### src/rtl/spi_slave_shifter.sv
// SPI responder datapath: synchronises sclk/ss/mosi into pclk, deserialises mosi
// and serialises a one-byte holding buffer onto miso in all four CPOL/CPHA modes.
module spi_slave_shifter #(
  parameter int SYNC_STAGES = 2
) (
  input  logic       pclk,
  input  logic       preset,
  input  logic       cpol,
  input  logic       cpha,
  input  logic       lsbfe,
  input  logic       sclk,
  input  logic       ss,
  input  logic       mosi,
  output logic       miso,
  output logic       miso_oe,
  input  logic [7:0] tx_data,
  input  logic       tx_valid,
  output logic       tx_ready,
  output logic [7:0] rx_data,
  output logic       rx_valid,
  output logic       tx_underrun,
  output logic       busy
);

  localparam logic [0:0] IDLE   = 1'b0;
  localparam logic [0:0] ACTIVE = 1'b1;

  logic [0:0]             state;
  logic [SYNC_STAGES-1:0] sclk_sync, ss_sync, mosi_sync, fill;
  logic                   sclk_s, ss_s, mosi_s, filled;
  logic                   sclk_prev, ss_hi_seen;
  logic                   cpol_l, cpha_l, lsbfe_l;
  logic [2:0]             rx_cnt;
  logic [7:0]             rx_sr, tx_sr, tx_buf;
  logic                   buf_full;

  logic       sclk_edge, lead_ev, trail_ev, in_frame;
  logic       sample_ev, shift_ev, ss_fall, load_ev, load_lsb, tx_write;
  logic [7:0] load_byte, rx_next;

  assign sclk_s   = sclk_sync[SYNC_STAGES-1];
  assign ss_s     = ss_sync[SYNC_STAGES-1];
  assign mosi_s   = mosi_sync[SYNC_STAGES-1];
  assign filled   = fill[SYNC_STAGES-1];
  assign busy     = (state == ACTIVE);
  assign tx_ready = ~buf_full;

  always_ff @(posedge pclk) begin
    if (preset) begin
      sclk_sync <= '0;
      ss_sync   <= '1;
      mosi_sync <= '0;
      fill      <= '0;
    end else begin
      sclk_sync <= {sclk_sync[SYNC_STAGES-2:0], sclk};
      ss_sync   <= {ss_sync[SYNC_STAGES-2:0], ss};
      mosi_sync <= {mosi_sync[SYNC_STAGES-2:0], mosi};
      fill      <= {fill[SYNC_STAGES-2:0], 1'b1};
    end
  end

  // ss_hi_seen only counts highs that came from the pin, not the synchroniser's
  // reset fill, so ss held low through reset cannot fake a falling edge.
  always_comb begin
    sclk_edge = sclk_s ^ sclk_prev;
    lead_ev   = sclk_edge & (sclk_s != cpol_l);
    trail_ev  = sclk_edge & (sclk_s == cpol_l);
    in_frame  = (state == ACTIVE) & ~ss_s;
    sample_ev = in_frame & (cpha_l ? trail_ev : lead_ev);
    shift_ev  = in_frame & (cpha_l ? lead_ev : trail_ev);
    ss_fall   = (state == IDLE) & ss_hi_seen & filled & ~ss_s;
    load_ev   = (ss_fall & ~cpha) | (shift_ev & (rx_cnt == 3'd0));
    load_lsb  = ss_fall ? lsbfe : lsbfe_l;
    load_byte = buf_full ? tx_buf : 8'h00;
    rx_next   = lsbfe_l ? {mosi_s, rx_sr[7:1]} : {rx_sr[6:0], mosi_s};
    tx_write  = tx_valid & ~buf_full;
  end

  always_ff @(posedge pclk) begin
    if (preset) begin
      state       <= IDLE;
      sclk_prev   <= 1'b0;
      ss_hi_seen  <= 1'b0;
      cpol_l      <= 1'b0;
      cpha_l      <= 1'b0;
      lsbfe_l     <= 1'b0;
      rx_cnt      <= '0;
      rx_sr       <= '0;
      tx_sr       <= '0;
      tx_buf      <= '0;
      buf_full    <= 1'b0;
      miso        <= 1'b0;
      miso_oe     <= 1'b0;
      rx_data     <= '0;
      rx_valid    <= 1'b0;
      tx_underrun <= 1'b0;
    end else begin
      rx_valid    <= 1'b0;
      tx_underrun <= 1'b0;
      sclk_prev   <= sclk_s;
      ss_hi_seen  <= filled & ss_s;
      miso_oe     <= ~ss_s;

      // A write is only accepted while empty, so it never collides with the
      // load's clear; a same-cycle load still sees the pre-write (empty) buffer.
      if (tx_write) begin
        tx_buf   <= tx_data;
        buf_full <= 1'b1;
      end else if (load_ev) begin
        buf_full <= 1'b0;
      end

      if (load_ev) begin
        tx_sr       <= load_byte;
        miso        <= load_lsb ? load_byte[0] : load_byte[7];
        tx_underrun <= ~buf_full;
      end else if (shift_ev) begin
        tx_sr <= lsbfe_l ? (tx_sr >> 1) : (tx_sr << 1);
        miso  <= lsbfe_l ? tx_sr[1] : tx_sr[6];
      end

      case (state)
        IDLE: begin
          if (ss_fall) begin
            state   <= ACTIVE;
            cpol_l  <= cpol;
            cpha_l  <= cpha;
            lsbfe_l <= lsbfe;
            rx_cnt  <= '0;
          end
        end
        default: begin
          if (ss_s) begin
            state  <= IDLE;
            rx_cnt <= '0;
            rx_sr  <= '0;
            tx_sr  <= '0;
            miso   <= 1'b0;
          end else if (sample_ev) begin
            rx_sr  <= rx_next;
            rx_cnt <= rx_cnt + 3'd1;
            if (rx_cnt == 3'd7) begin
              rx_data  <= rx_next;
              rx_valid <= 1'b1;
            end
          end
        end
      endcase
    end
  end

endmodule

### config.mk
export PLATFORM = sky130hd
export DESIGN_NAME = spi_slave_shifter
export DESIGN_NICKNAME = d
export VERILOG_FILES = /design/src/rtl/spi_slave_shifter.sv
export SDC_FILE = /design/constraint.sdc
export NUM_CORES = 1
export LEC_CHECK = 0
export CAP_MARGIN = 20
export CELL_PAD_IN_SITES_DETAIL_PLACEMENT = 0
export CELL_PAD_IN_SITES_GLOBAL_PLACEMENT = 1
export CORE_ASPECT_RATIO = 1.75
export CORE_MARGIN = 1.5
export CORE_UTILIZATION = 37
export DETAILED_ROUTE_END_ITERATION = 16
export PLACE_DENSITY = 0.78
export RECOVER_POWER = 25
export SLEW_MARGIN = 20
export SYNTH_ARGS = -nofsm -noshare
export SYNTH_HDL_FRONTEND = slang
export SYNTH_SLANG_ARGS = --single-unit
### constraint.sdc
create_clock -name pclk -period 1.61 [get_ports pclk]
set_input_delay 0.4025 -clock pclk [delete_from_list [all_inputs] [get_ports pclk]]
set_output_delay 0.4025 -clock pclk [all_outputs]
set_load 0.03 [all_outputs]
==> metrics.md, run 1 <==
| Metric | Value |
|---|---|
| Static leakage | `0.00119 uW` |
| Remaining antenna violation count | `0` |
| DIE AREA | `6820 um2` |
| Mapped Area | `2340 um2` |
| Post-synthesis xor/xnor area fraction | `0.00696` |
| Layout area overhead | `31.0%` |
| H-Tree Depth | `2` |
| I/O pin count | `31` |
| Fmax | `609 MHz` |
| 1st-iter DRT viols | `58` |
| Power density over the cells | `747 nW/um2` |
| Worst-path fanout max | `13` |
| Yosys reg bits | `54` |
| Required @ worst endpoint | `1.82 ns` |
| Total power draw | `2290 uW` |
| Maximum capacitance violations | `0` |
| R2R Setup Slk | `-0.03 ns` |
| Crit end category | `register` |
| Skew-Pair Late Insertion Delay | `0.31 ns` |
| Synth Instances | `249` |
| Synth warnings | `0` |
| Clk slew on worst S/H paths | `0.10 ns` |
| Total CTS buffers | `5` |
| Final Core Density | `0.499` |
| N_diodes | `0` |
| Ratio of final minimum period to clock period | `1.02` |
| Die height | `108 um` |
| Largest net degree at the start of global routing | `17` |
| Unrepaired setup endpoints after global routing | `true` |
| Hold Vio Cnt, Final | `0` |
| Final Skew | `0.00942 ns` |
| Commonest non-fill, non-tap cells in the layout | `dfxtp_1 (50), nand2_1 (42), buf_4 (27), mux2i_1 (16), a21oi_1 (16)` |
| Die width | `63.1 um` |
| Avg WL per Cell | `13.6 um` |
| Sequential area share after synthesis | `0.462` |
| Synthesized-area fraction occupied by adder cells | `0.0161` |
| TritonCTS clock tree | `yes` |
| Fill cell count | `592` |
| First-pass GRT wire length | `9.00 mm` |
| Mean Syn Cell Area | `9.39 um2` |
| Detail Placement HPWL | `4.00 mm` |
| WP data arrival | `1.85 ns` |
| Commonest non-fill, non-tap cell in the layout | `dfxtp_1` |
| Final min period | `1.64 ns` |
| VDD IR max | `524 uV` |
| Actual slew at the worst max-slew pin | `0.515 ns` |
| Layout cell share with drive strength beyond 1 | `0.203` |
| Failing checks | `negative setup slack` |
| GRT Util Overall | `0.168` |
| Detailed-route vias per instance | `5.03` |
| WS Path Type | `reg -> reg` |
| Fin. max-slew vios | `0` |
| Clk buf depth | `2` |
| Final setup fails | `6` |
| Vias | `1937` |
| Final nets | `324` |
| Mux contribution to synthesized area | `0.129` |
| Clock Tree Root | `clkbuf_8` |
| Starting density of the core | `0.381` |
| Routed WL | `5.23 mm` |
| Synth Area in Compound Gates | `0.163` |
| Worst setup margin | `-0.0321 ns` |
| Grt total ovfl | `0` |
| Ys async rst share | `0` |
| Number of synthesized flops with an enable pin | `0` |
| DRC viols | `0` |
| Status | `complete, but fails checks` |
| Simple-Gate Fraction of Synth Area | `0.184` |
| Row count | `38` |
| Most used flip-flop cell after synthesis | `dfxtp_1` |
| DRT Pass-1 Iters | `4` |
| Synth cell types | `36` |
| Critical Path Source Type | `register` |
| Largest family of logic cells by synthesized area | `simple AND/OR/NAND/NOR gates` |
| Number of port buffers | `30` |
| Total core area | `6130 um2` |
| Min-Delay Path Class | `reg -> reg` |
| Max transition margin | `0.657` |
| Initial antenna violation count | `0` |
| Dpl ws | `-0.157 ns` |
| Routability cong. | `0.796` |
| Vias in the first global route | `1998` |
| Post-Syn Nets | `269` |
| Clock net sink count | `54` |
timing repair:
action                                  4_1_cts  5_1_grt
pin swaps                                     1        0
setup buffers                                 1        1
resized for setup                            19        8
hold endpoints to repair                      0        0
endpoints found under the setup margin       37       26
hold buffers                                  0        0
layout make-up:
type / instances / area, um2 / area share
inverters: 6 / 22.5 / 0.00735
repair buffers: 63 / 533 / 0.174
multi-input cells: 174 / 1230 / 0.402
flip-flops and latches: 54 / 1090 / 0.355
clock buffers: 6 / 72.6 / 0.0237
clock inverters: 2 / 13.8 / 0.00449
well taps: 80 / 100 / 0.0327
cell families (layout without fill, tap and decap cells):
group,after synthesis,count (layout)
simple gates,87,87
compound gates,55,55
flops,54,54
mux,28,28
buf+inv,21,77
fa+ha+maj,3,3
xor+xnor,1,1
layer usage:
metal	vias to the layer above	wire, um	track usage
li1	989	-	-
met1	924	2060	0.172
met2	17	2990	0.335
met3	7	100	0.0229
met4	0	91	0.0667
met5	-	0	0
path summary, 6_finish.rpt:
kind	endpoint	cells past startpoint	start
setup / recovery	tx_sr[1]$_SDFF_PP0_	6	cpol_l$_SDFFE_PP0P_
hold / removal	ss_sync[1]$_SDFF_PP1_	1	ss_sync[0]$_SDFF_PP1_
setup reg to reg	tx_sr[1]$_SDFF_PP0_	6	cpol_l$_SDFFE_PP0P_
hold reg to reg	ss_sync[1]$_SDFF_PP1_	1	ss_sync[0]$_SDFF_PP1_
metrics by stage:
| step | instance area (um2) | setup TNS [ns] | cells | hold WS, ns |
|---|---|---|---|---|
| floorplan | 2360 | -0.00572 | 249 | 0.389 |
| global placement | 2930 | -2.78 | 375 | 0.396 |
| detailed placement | 2930 | -3.26 | 375 | 0.400 |
| CTS | 3020 | -1.08 | 384 | 0.428 |
| global route | 3060 | -1.36 | 385 | 0.436 |
| finish | 3060 | -0.141 | 385 | 0.429 |
cells in the mapped netlist, types with 5 or more instances:
library cell	number	area, um2
mux2i_1	19	190
inv_1	6	22.5
o2bb2ai_1	16	140
o31a_1	6	52.6
nand2b_1	5	31.3
clkbuf_1	8	30.0
dfxtp_1	54	1080
mux2_2	8	90.1
nand3_1	6	30.0
nor3_1	6	30.0
o21ai_0	6	30.0
a21oi_1	17	85.1
nor2_1	8	30.0
nor2b_1	8	50.1
nand2_1	42	158
state kept, by name, summed over array words and instances (netlist names):
signal and flops:
rx_sr 8, miso_oe 1, tx_buf 8, cpha_l 1
fill 2, sclk_sync 2, buf_full 1, busy 1
rx_data 8, miso 1, rx_cnt 3, tx_underrun 1
cpol_l 1, tx_sr 8, sclk_prev 1, mosi_sync 2
lsbfe_l 1, ss_hi_seen 1, ss_sync 2, rx_valid 1
report_power, final:
part | total [uW] | switching [uW] | leakage, uW | internal, uW
logic | 168 | 82.2 | 0.000709 | 85.6
registers | 1370 | 14.5 | 0.000440 | 1360
clock network | 745 | 437 | 0.0000452 | 308
total | 2290 | 534 | 0.00119 | 1750
critical path, cell delays in order, from the launching register on:
cell and delay [ns]:
dfxtp_2 0.36, xnor2_4 0.19, buf_4 0.15, mux2i_4 0.28
buf_12 0.18, mux2i_1 0.09, o31a_1 0.29
No activity file was read; power rests on OpenSTA's default activity.
==> run 2, diff against run 1 <==
- CORE_UTILIZATION: 37 -> 40
- PLACE_DENSITY: 0.78 -> 0.8
- clock period: 1.61 -> 1.8 ns (I/O delays scaled with it)
==> metrics.md, run 2 (synthesis gave the netlist of run 1 again) <==
| Metric | Value |
|---|---|
| Status | `completed (was complete, but fails checks)` |
| WP buf/inv | `1 (was 2)` |
| Static leakage | `0.00124 uW (was 0.00119 uW)` |
| Number of port buffers | `30 (unchanged)` |
| Routed WL | `5.07 mm (was 5.23 mm)` |
| Hold Crit Depth | `1 (unchanged)` |
| Fmax | `574 MHz` |
| Critical Path Source Type | `register (unchanged)` |
| Cell area after placement | `2810 um2 (was 2930 um2)` |
| Die width | `60.8 um (was 63.1 um)` |
| Dpl ws | `-0.0623 ns (was -0.157 ns)` |
| Vias | `1879 (was 1937)` |
| Largest net degree at the start of global routing | `18 (was 17)` |
| Hold Vio Cnt, Final | `0 (unchanged)` |
| I/O pin count | `31 (unchanged)` |
| Reg2Reg Depth | `4 (was 6)` |
| Total core area | `5590 um2 (was 6130 um2)` |
| Hold WS | `0.421 ns (was 0.429 ns)` |
| Vias in the first global route | `1913 (was 1998)` |
| Clock Tree Root | `clkbuf_8 (unchanged)` |
| Starting density of the core | `0.419 (was 0.381)` |
| Final nets | `309 (was 324)` |
| Required @ worst endpoint | `1.35 ns (was 1.82 ns)` |
| CP Cell Sequence | `clkdlybuf4s50_1 (was xnor2_4 > buf_4 > mux2i_4 > buf_12 > mux2i_1 > o31a_1)` |
| Actual slew at the worst max-slew pin | `0.732 ns (was 0.515 ns)` |
| Power density over the cells | `737 nW/um2 (was 747 nW/um2)` |
| Final min period | `1.74 ns` |
| Row count | `36 (was 38)` |
| Total power draw | `2180 uW (was 2290 uW)` |
| Layout cell share with drive strength beyond 1 | `0.138 (was 0.203)` |
| Routability cong. | `0.772 (was 0.796)` |
| 1st-iter DRT viols | `45 (was 58)` |
| Clk buf depth | `2 (unchanged)` |
| N_diodes | `0 (unchanged)` |
| Clock net sink count | `54 (unchanged)` |
| Crit end category | `primary output (was register)` |
| Ratio of final minimum period to clock period | `0.967` |
| Final Skew | `0.00620 ns (was 0.00942 ns)` |
| Worst setup margin | `0.0586 ns (was -0.0321 ns)` |
| GRT Util Overall | `0.177 (was 0.168)` |
| Final instance area | `2960 um2 (was 3060 um2)` |
| Setup Total Neg Slack | `0 ns (was -0.141 ns)` |
| WS Path Type | `reg -> out (was reg -> reg)` |
| Die height | `104 um (was 108 um)` |
| First-pass GRT wire length | `8.66 mm (was 9.00 mm)` |
| Fin. max-slew vios | `0 (unchanged)` |
| Remaining antenna violation count | `0 (unchanged)` |
| CP Depth | `1 (was 6)` |
| DRT Pass-1 Iters | `4 (unchanged)` |
| Critical path's slowest cell | `clkdlybuf4s50_1 (was dfxtp_2)` |
| VDD IR max | `609 uV (was 524 uV)` |
| DIE AREA | `6330 um2 (was 6820 um2)` |
| Detailed-route vias per instance | `5.13 (was 5.03)` |
| Final setup fails | `0 (was 6)` |
| Layout area overhead | `26.4% (was 31.0%)` |
| Total CTS buffers | `5 (unchanged)` |
| Clk slew on worst S/H paths | `0.09 ns (was 0.10 ns)` |
| TritonCTS clock tree | `yes (unchanged)` |
| Grt total ovfl | `0 (unchanged)` |
| Cell family with most CP delay | `buffers and inverters (was multiplexers)` |
| Post-CTS Hold Buffers | `0 (unchanged)` |
| Worst-path fanout max | `1 (was 13)` |
| Detail Placement HPWL | `3.90 mm (was 4.00 mm)` |
| Slowest cell delay on critical path | `0.66 ns (was 0.36 ns)` |
| Maximum capacitance violations | `0 (unchanged)` |
| Initial antenna violation count | `0 (unchanged)` |
| Setup Fix Bufs, Post-CTS | `0 (was 1)` |
| DRC viols | `0 (unchanged)` |
| Max transition margin | `0.510 (was 0.657)` |
| Commonest non-fill, non-tap cells in the layout | `dfxtp_1 (53), nand2_1 (42), clkdlybuf4s50_1 (18), mux2i_1 (17), a21oi_1 (17) (was dfxtp_1 (50), nand2_1 (42), buf_4 (27), mux2i_1 (16), a21oi_1 (16))` |
| Min-Delay Path Class | `reg -> reg (unchanged)` |
| Skew-Pair Late Insertion Delay | `0.31 ns (about the same)` |
| Commonest non-fill, non-tap cell in the layout | `dfxtp_1 (unchanged)` |
| Avg WL per Cell | `13.8 um (was 13.6 um)` |
| WP data arrival | `1.29 ns (was 1.85 ns)` |
| H-Tree Depth | `2 (unchanged)` |
## run 2: cell types whose count changed in the layout (fill, tap and decap cells not counted), sizes merged, moves of 2 or more
cell | before | now
buf | 29 | 15
clkbuf | 10 | 8
clkdlybuf4s50 | 15 | 18
dlygate4sd2 | 14 | 2
dlymetal6s2s | 0 | 9
## run 2: area by class of cell
cell class,instances,area (um2)
Clock inverter,3,43.8
Fill cell,574,2630
Timing Repair Buffer,48,457
Sequential cell,54,1080
Tap cell,76,95.1
Multi-Input combinational cell,174,1190
Inverter,6,22.5
Clock buffer,5,68.8
## run 2: metrics by stage
| step | cells | util |
|---|---|---|
| floorplan | 249 | - |
| global placement | 358 | 0.504 |
| detailed placement | 358 | 0.504 |
| CTS | 366 | 0.524 |
| global route | 366 | 0.529 |
| finish | 366 | 0.529 |
## run 2: metal layers
metal | vias up | GRT usage | share of wire
met4 | 0 | 0.0512 | 0.015
li1 | 956 | - | -
met1 | 892 | 0.192 | 0.39
met2 | 25 | 0.329 | 0.57
met5 | - | 0 | 0
met3 | 6 | 0.0299 | 0.023
## run 2: power breakdown
group	total, uW	switching (uW)	internal (uW)	leakage, uW
Clock	810	393	417	0.0000585
Combinational	137	68.1	69.0	0.000741
Sequential	1230	14.9	1220	0.000439
Total	2180	476	1700	0.00124
## run 2: what timing repair did
action | in CTS | in global routing
resized for setup | 3 | 12
endpoints found under the setup margin | 9 | 21
endpoints found under the hold margin | 0 | 0
## run 2: final timing paths
kind                         startpoint               endpoint  slack, ns
setup / recovery     miso_oe$_SDFF_PP0_                miso_oe       0.06
hold / removal    ss_sync[0]$_SDFF_PP1_  ss_sync[1]$_SDFF_PP1_       0.42
setup reg to reg  ss_sync[1]$_SDFF_PP1_        miso$_SDFF_PP0_       0.11
hold reg to reg   ss_sync[0]$_SDFF_PP1_  ss_sync[1]$_SDFF_PP1_       0.42
